`config.mk`:
```
export PLATFORM = sky130hd
export DESIGN_NAME = pipe_mem_stage
export DESIGN_NICKNAME = d
export VERILOG_FILES = /design/src/rtl/pipe_mem_stage.sv
export SDC_FILE = /design/constraint.sdc
export NUM_CORES = 1
export LEC_CHECK = 0
export CAP_MARGIN = 20
export CORE_UTILIZATION = 40
export CTS_CLUSTER_DIAMETER = 50
export DETAILED_ROUTE_END_ITERATION = 12
export GPL_TIMING_DRIVEN = 0
export PLACE_DENSITY = 0.78
export REMOVE_ABC_BUFFERS = 1
export SLEW_MARGIN = 20
export SYNTH_ARGS = -nofsm -noshare
export SYNTH_HDL_FRONTEND = slang
export SYNTH_SLANG_ARGS = --single-unit
```
`constraint.sdc`:
```
create_clock -name clk -period 11.4 [get_ports clk]
set_input_delay 2.28 -clock clk [delete_from_list [all_inputs] [get_ports clk]]
set_output_delay 2.28 -clock clk [all_outputs]
set_load 0.01 [all_outputs]
```
`src/rtl/pipe_mem_stage.sv`:
```
// MEM-stage data-access controller: drives the data-memory req/ack bus,
// stalls the pipeline until the access completes, and aligns load data.
module pipe_mem_stage #(
    parameter int unsigned MAX_WAIT = 15
) (
    input  logic        clk,
    input  logic        rst,
    input  logic        Mvalid,
    input  logic [3:0]  Mmemop,
    input  logic [31:0] Malu,
    input  logic [31:0] Mb,
    output logic [31:0] Mdm,
    output logic        mem_stall,
    output logic        addr_err,
    output logic        bus_err,
    output logic        dm_req,
    output logic        dm_we,
    output logic [3:0]  dm_be,
    output logic [31:0] dm_addr,
    output logic [31:0] dm_wdata,
    input  logic        dm_ack,
    input  logic [31:0] dm_rdata
);
    typedef enum logic [1:0] {IDLE, REQ, DONE} state_t;

    localparam logic [7:0] LAST = 8'(MAX_WAIT - 1);

    state_t      state_q, state_d;
    logic [7:0]  cnt_q, cnt_d;
    logic [3:0]  op_q, op_d;
    logic [1:0]  off_q, off_d;
    logic [31:0] rdata_q, rdata_d;
    logic        bus_err_q, bus_err_d;
    logic        req_q, req_d;
    logic        we_q, we_d;
    logic [3:0]  be_q, be_d;
    logic [31:0] addr_q, addr_d;
    logic [31:0] wdata_q, wdata_d;

    logic        is_b, is_h, is_w, is_st;
    logic        access, misal, go;
    logic [3:0]  be_n;
    logic [31:0] wdata_n;
    logic [7:0]  ld_byte;
    logic [15:0] ld_half;
    logic [31:0] ld_data;

    always_comb begin
        is_b  = 1'b0;
        is_h  = 1'b0;
        is_w  = 1'b0;
        is_st = 1'b0;
        case (Mmemop)
            4'd1, 4'd2: is_b = 1'b1;
            4'd3, 4'd4: is_h = 1'b1;
            4'd5:       is_w = 1'b1;
            4'd6: begin is_b = 1'b1; is_st = 1'b1; end
            4'd7: begin is_h = 1'b1; is_st = 1'b1; end
            4'd8: begin is_w = 1'b1; is_st = 1'b1; end
            default: ;
        endcase
    end

    assign access = Mvalid & (is_b | is_h | is_w);
    assign misal  = access & ((is_h & Malu[0]) | (is_w & (|Malu[1:0])));
    assign go     = access & ~misal;

    always_comb begin
        be_n    = 4'b1111;
        wdata_n = Mb;
        unique case (1'b1)
            is_b: begin
                be_n    = 4'b0001 << Malu[1:0];
                wdata_n = {4{Mb[7:0]}};
            end
            is_h: begin
                be_n    = Malu[1] ? 4'b1100 : 4'b0011;
                wdata_n = {2{Mb[15:0]}};
            end
            default: ;
        endcase
    end

    always_comb begin
        ld_byte = dm_rdata[7:0];
        case (off_q)
            2'd1:    ld_byte = dm_rdata[15:8];
            2'd2:    ld_byte = dm_rdata[23:16];
            2'd3:    ld_byte = dm_rdata[31:24];
            default: ld_byte = dm_rdata[7:0];
        endcase
        ld_half = off_q[1] ? dm_rdata[31:16] : dm_rdata[15:0];
        case (op_q)
            4'd1:    ld_data = {{24{ld_byte[7]}}, ld_byte};
            4'd2:    ld_data = {24'd0, ld_byte};
            4'd3:    ld_data = {{16{ld_half[15]}}, ld_half};
            4'd4:    ld_data = {16'd0, ld_half};
            4'd5:    ld_data = dm_rdata;
            default: ld_data = 32'd0;
        endcase
    end

    always_comb begin
        state_d   = state_q;
        cnt_d     = cnt_q;
        op_d      = op_q;
        off_d     = off_q;
        rdata_d   = rdata_q;
        bus_err_d = 1'b0;
        req_d     = req_q;
        we_d      = we_q;
        be_d      = be_q;
        addr_d    = addr_q;
        wdata_d   = wdata_q;
        unique case (state_q)
            IDLE: begin
                rdata_d = 32'd0;
                if (go) begin
                    state_d = REQ;
                    cnt_d   = 8'd0;
                    req_d   = 1'b1;
                    we_d    = is_st;
                    be_d    = be_n;
                    addr_d  = {Malu[31:2], 2'b00};
                    wdata_d = wdata_n;
                    op_d    = Mmemop;
                    off_d   = Malu[1:0];
                end
            end
            REQ: begin
                // ack beats a timeout landing in the same cycle
                if (dm_ack) begin
                    rdata_d = ld_data;
                    req_d   = 1'b0;
                    state_d = DONE;
                end else if (cnt_q == LAST) begin
                    rdata_d   = 32'd0;
                    req_d     = 1'b0;
                    bus_err_d = 1'b1;
                    state_d   = DONE;
                end else begin
                    cnt_d = cnt_q + 8'd1;
                end
            end
            DONE:    state_d = IDLE;
            default: state_d = IDLE;
        endcase
    end

    always_ff @(posedge clk or posedge rst) begin
        if (rst) begin
            state_q   <= IDLE;
            cnt_q     <= 8'd0;
            op_q      <= 4'd0;
            off_q     <= 2'd0;
            rdata_q   <= 32'd0;
            bus_err_q <= 1'b0;
            req_q     <= 1'b0;
            we_q      <= 1'b0;
            be_q      <= 4'd0;
            addr_q    <= 32'd0;
            wdata_q   <= 32'd0;
        end else begin
            state_q   <= state_d;
            cnt_q     <= cnt_d;
            op_q      <= op_d;
            off_q     <= off_d;
            rdata_q   <= rdata_d;
            bus_err_q <= bus_err_d;
            req_q     <= req_d;
            we_q      <= we_d;
            be_q      <= be_d;
            addr_q    <= addr_d;
            wdata_q   <= wdata_d;
        end
    end

    assign mem_stall = ~rst & (((state_q == IDLE) & go) | (state_q == REQ));
    assign addr_err  = misal;
    assign Mdm       = (state_q == DONE) ? rdata_q : 32'd0;
    assign bus_err   = bus_err_q;
    assign dm_req    = req_q;
    assign dm_we     = we_q;
    assign dm_be     = be_q;
    assign dm_addr   = addr_q;
    assign dm_wdata  = wdata_q;

endmodule

```
---- Word level (Yosys, flattened, before mapping) ----
Index checks and enable logic that the tools add are counted.
W data, S select, Z words.
word-level totals
  register bits ........................... 117
  latch bits .............................. 0
  bits in writable memories ............... 0
  ROM bits ................................ 0
  input bits .............................. 104
  output and inout bits ................... 105
  memories ................................ 0
operators by class
  add/sub/neg operators ................... 1
  $mul .................................... 0
  divide/modulo/power cells ............... 0
  order comparisons ....................... 0
  equality and inequality tests ........... 23
  shift-type cells ........................ 1
  mux-type cells .......................... 29
  bitwise gates (word level) .............. 13
  reductions and logical operators ........ 12
operator list
  operator               count
  $pmux W32 S5           1
  $pmux W32 S2           2
  $mux W32               3
  $eq A4 B3 Y1 const B   6
  $mux W8                3
  $pmux W8 S3            1
  $eq A4 B2 Y1 const B   4
  $mux W16               1
  $pmux W8 S2            1
  $mux W1                10
  $reduce_or A3 Y1       3
  $add A8 B1 Y8 const B  1
  $eq A4 B1 Y1 const B   2
  $eq A8 B4 Y1 const B   1
  $pmux W4 S2            1
  $and A1 B1 Y1          7
  $eq A2 B2 Y1 const B   3
  $mux W2                3
  $ne A2 B2 Y1 const B   3
  $reduce_and A2 Y1      3
  $eq A2 B1 Y1 const B   2
  $eq A4 B4 Y1 const B   1
  $mux W4                1
  $or A1 B1 Y1           4
  10 further kinds       12

---- Depth between registers and ports, before layout ----
Gate-level depths: netlist of the first run.
  depth after elaboration ................. 12
  gate-level depth with buffers ........... 7

---- Worst setup path after synthesis of the first run ----
OpenSTA, ideal clock, no wires.
  path kind ............................... input port to output port
  from .................................... in Mmemop[1]
  to ...................................... out mem_stall
  data arrival time ....................... 3257 ps
  data required time ...................... 9120 ps
  setup slack ............................. 5863 ps
  cell stages on the path ................. 5
  path through ............................ buf_6 or4_1 and3_4 a31oi_1 nor3_1
on the way
  longest elaborated chain between the ends .. 12
  elaborated cells on any way between the ends .. 26
  those cells by class .................... eq/ne: 8; mux: 3; bitwise: 12; reduce/logical: 3
RTL lines
  what                                  line  RTL
  start, declared                       9     input logic [3:0] Mmemop,
  $eq A4 B3 Y1 (tied with other cells)  53    case (Mmemop)
  $reduce_or A3 Y1 (no source line)     n/a
  $mux W1                               53
  $or A1 B1 Y1 (2 in a row)             64    assign access = Mvalid & (is_b | is_h | is_w);
  $and A1 B1 Y1                         64
  $and A1 B1 Y1                         65    assign misal = access & ((is_h & Malu[0]) | (is_w & (|Malu[1:0])));
  $not A1 Y1                            66    assign go = access & ~misal;
  $and A1 B1 Y1 *                       66
  $and A1 B1 Y1 *                       178   assign mem_stall = ~rst & (((state_q == IDLE) & go) | (state_q == REQ));
  $or A1 B1 Y1 *                        178
  $and A1 B1 Y1 *                       178
  end, declared                         13    output logic mem_stall,
Mark *: on every way between the ends. The rest lies on a longest branch, timed or not.

---- Final worst setup path of the first run ----
  from .................................... in Mmemop[3]
  to ...................................... out addr_err
on the way
  longest elaborated chain between the ends .. 7
  elaborated cells on any way between the ends .. 21
  those cells by class .................... eq/ne: 8; mux: 3; bitwise: 7; reduce/logical: 3
RTL lines
  what                                  line  RTL
  $eq A4 B3 Y1 (tied with other cells)  53
  $reduce_or A3 Y1 (no source line)     n/a
  $mux W1                               53
  $or A1 B1 Y1 (2 in a row)             64
  $and A1 B1 Y1                         64
  $and A1 B1 Y1 *                       65
  end, declared                         14    output logic addr_err,
Marked as above.

==> parameters.txt, run 1 <==
Parameter                              Value

Global route
  All-layer global routing usage ... a little over a fifth
  Pin count of the biggest net entering global routing ... between 60 and 70
  Number of global-route vias before repair ... 4922
  Total gr overflow ... 0
  Antenna violations before repair ... 0
  First-pass GRT wire length ... approximately 26 mm

Clock tree
  CTS buffer count ... 17
  Clock latency on the worst-skew pair ... roughly 420 ps
  Number of sinks driven by the clock tree ... 117
  Clock Tree Buf Depth ... 2
  Clock tree from TritonCTS ... built
  # H-tree levels ... 4
  Hold-fix buffers at CTS ... 0
  Number of buffers inserted by post-CTS setup repair ... 0
  Root Buffer Master ... sky130_fd_sc_hd__clkbuf_16
  Reg clk slew, reported paths ... 50 ps
  Post-cts sizing count ... 0

Timing
  Final worst clock skew ... between 7 and 8 ps
  Fin crit period ... around 7000 ps
  Slew at the pin closest to its max-slew limit ... 1070 ps
  Final hold slack ... 506 ps
  Finish-stage setup viols ... 0
  Final period utilization ... 61.1%
  Slew Limit Headroom ... between 20% and 30%
  Unrepaired setup endpoints after global routing ... false
  Final sum of negative setup slack ... 0 ps
  Highest clock rate ... 144 MHz
  Count of pins over their slew limit ... 0
  Final Hold Vio Count ... 0

Placement
  Count of buffers from port buffering ... 206
  Cell area after placement ... about 0.0083 mm²
  Final weighted congestion in routability-driven placement ... 0.804
  Detailed-placement wirelength estimate ... ~12 mm

Synthesis
  Number of synthesized flops with an enable pin ... 0
  Most instantiated flip-flop cell in the synthesis netlist ... sky130_fd_sc_hd__dfrtp_1
  Largest area contributor in the netlist ... sky130_fd_sc_hd__dfrtp_1
  Library cell with the highest instance count after synthesis ... sky130_fd_sc_hd__dfrtp_1
  Synthesized cell area ... 0.00620 mm²
  Sequential element share of the synthesized area ... about 47%
  Warnings from Yosys ... 0
  Most used standard cells in the synthesized netlist ... sky130_fd_sc_hd__dfrtp_1, sky130_fd_sc_hd__mux2_4, sky130_fd_sc_hd__a221o_1, sky130_fd_sc_hd__mux2_2, sky130_fd_sc_hd__and2_1
  Number of flip-flops and latches in the synthesized netlist ... 117
  Ranking of synthesized cells by area ... sky130_fd_sc_hd__dfrtp_1, sky130_fd_sc_hd__mux2_4, sky130_fd_sc_hd__mux2_2
  Instance count of the mapped netlist ... between 400 and 500
  Top cell type's share of synthesized area ... between 40 and 50%
  Syn avg cell area ... approximately 13 µm²
  Async set-or-reset flop fraction in the synthesized netlist ... between 90% and 100%
  Count of cell types in the netlist ... 56

Routing
  Remaining number of nets flagged by the antenna check after routing ... 0
  Drt drc ... 0
  Average detailed-routed wire length per instance ... 18.9 µm
  Routed vias/inst ... about 5.5
  Detailed-route via count ... 4846
  DRC marker count from the first detailed-route iteration ... ~400
  Wirelength, routed ... approximately 17 mm
  Iteration count of the initial detailed-routing pass ... 5

Worst setup path
  Crit-path leading delay family ... buffers and inverters
  Required @ worst endpoint ... between 9000 and 10000 ps
  Cell Chain, Critical Path ... clkdlybuf4s50_1 > or3b_1 > a211o_1 > a21boi_0 > clkdlybuf4s50_1
  Startpoint type of the worst setup path ... primary input
  Type of destination of the critical path ... output pin
  Critical path buffers and inverters ... 2
  Reg-to-reg startpoint ... cnt_q[4]
  CP Class ... in -> out
  Crit. Startpoint ... Mmemop[3]
  Data arrival time of the worst path ... roughly 4700 ps
  CP max stage cell ... sky130_fd_sc_hd__clkdlybuf4s50_1
  Most used cell, CP ... sky130_fd_sc_hd__clkdlybuf4s50_1
  Maximum single-stage delay on the critical path ... ~800 ps
  Highest net fanout along the worst path ... 16

Run status
  Result of the run ... completed

Cells and area
  Area added between synthesis and finish ... 45.4%
  Area of the multi-input gates ... roughly 0.0030 mm²
  Number of antenna cells inserted ... 0
  Register cell area after layout ... 0.00293 mm²
  Count of fill cells added during filler insertion ... 1186
  Final design instance area without fill ... roughly 0.0090 mm²
  NumNets Final ... around 800
  Layout cell share with drive strength beyond 1 ... roughly a fifth

Floorplanning
  Full die area ... between 0.015 and 0.02 mm²
  Die X ... ~130 µm
  Y dimension of the die ... 126 µm
  Boundary pin count ... approximately 210
  Floorplan Core Area ... between 0.015 and 0.02 mm²
  Initial cell density of the core ... 40.9%
  Rows ... 45

Power
  Worst-case vdd ir drop ... around 0.12 mV
  Power per cell area ... around 200 mW/mm²
  Static Leakage ... 3.75 nW

Hold path
  Worst hold-check path type ... reg -> reg
  Start point of the worst hold path ... rdata_q[24]

Job
  Total of max-cap violations ... 0
## registers in the layout, summed over array words and instances (netlist names)
signal / flops
bus_err: 1
cnt_q: 8
dm_addr: 30
dm_be: 4
dm_req: 1
dm_wdata: 32
dm_we: 1
off_q: 2
op_q: 4
rdata_q: 32
state_q: 2
## final cells by class
cell class | count | area share (%)
Multi-Input combinational cell | 316 | 32.8
Timing Repair Buffer | 209 | 23.7
Inverter | 16 | 0.722
Clock buffer | 20 | 5.18
Sequential cell | 117 | 32.5
Tap cell | 188 | 2.61
Clock inverter | 12 | 2.49
## final timing paths
path	end	slack (ps)	cells after the start
min in group asynchronous	dm_wdata[2]	2290	2
hold reg to reg	rdata_q[24]	510	1
setup / recovery	addr_err	4440	5
setup reg to reg	rdata_q[8]	9040	4
max in group asynchronous	dm_be[0]	8410	3
hold / removal	rdata_q[24]	510	1
## where the power goes
part           internal [mW]  switching (mW)
sequential             0.523          0.0945
combinational          0.354           0.226
clock                  0.427           0.194
total                   1.30           0.514
## logic make-up after synthesis
family	after synthesis	share of synthesized area [%]
AOI/OAI and AO/OA	101	13.1
xor gates and xnor gates	8	1.13
adders and majority gates	2	0.404
buffers and inverters	55	5.41
DFF	117	47.2
muxes	102	22.5
other	1	0.0605
and+or+nand+nor	101	10.2
## worst reg2reg max path, stage by stage, from the launching register on
cell	delay [ps]
sky130_fd_sc_hd__dfrtp_1	430
sky130_fd_sc_hd__nor4_2	520
sky130_fd_sc_hd__a31oi_1	180
sky130_fd_sc_hd__a21o_1	580
sky130_fd_sc_hd__a221o_1	520
## cell usage in the layout, fill, tap and decap left out, types with 9 or more instances in the layout
cell type	count
sky130_fd_sc_hd__mux2_4	51
sky130_fd_sc_hd__and2_1	34
sky130_fd_sc_hd__nand2_1	9
sky130_fd_sc_hd__nor2_1	12
sky130_fd_sc_hd__o211ai_1	13
sky130_fd_sc_hd__a21oi_1	19
sky130_fd_sc_hd__a221o_1	36
sky130_fd_sc_hd__clkdlybuf4s50_1	206
sky130_fd_sc_hd__inv_1	15
sky130_fd_sc_hd__mux2i_1	10
sky130_fd_sc_hd__mux2_2	35
sky130_fd_sc_hd__dfrtp_1	117
sky130_fd_sc_hd__clkbuf_16	17
## through the flow
stage          utilization [%]  std cells  setup WS [ps]  power, mW
2_1_floorplan                -        449           5890      0.891
3_3_place_gp              54.3        843           4420       1.18
3_5_place_dp              54.9        846           4370       1.20
4_1_cts                   59.4        878           4350       1.83
5_1_grt                   59.5        878           4310       1.89
6_report                  59.5        878           4440       1.82
## metal layers
metal / share of wire (%) / vias up / track usage [%]
li1: - / 2198 / -
met1: 41 / 2345 / 25.5
met2: 47 / 270 / 33.4
met3: 9.7 / 33 / 7.55
met4: 2.3 / 0 / 9.99
met5: 0 / - / 0
(Power assumes the default switching activity.)
==> inputs of run 2 (changes only) <==
==> constraint.sdc (replaced) <==
create_clock -name clk -period 6.6 [get_ports clk]
set_input_delay 1.32 -clock clk [delete_from_list [all_inputs] [get_ports clk]]
set_output_delay 1.32 -clock clk [all_outputs]
set_load 0.01 [all_outputs]
==> results of run 2 <==
The final DEF is identical to that of run 1. Status: completed.
Main changes from that run: setup slack after placement 4370 ps -> 1490 ps; setup slack after layout 4440 ps -> 1560 ps; register-to-register setup slack 9040 ps -> 4240 ps; total power 1.82 mW -> 3.14 mW; worst IR drop on VDD 0.121 mV -> 0.209 mV
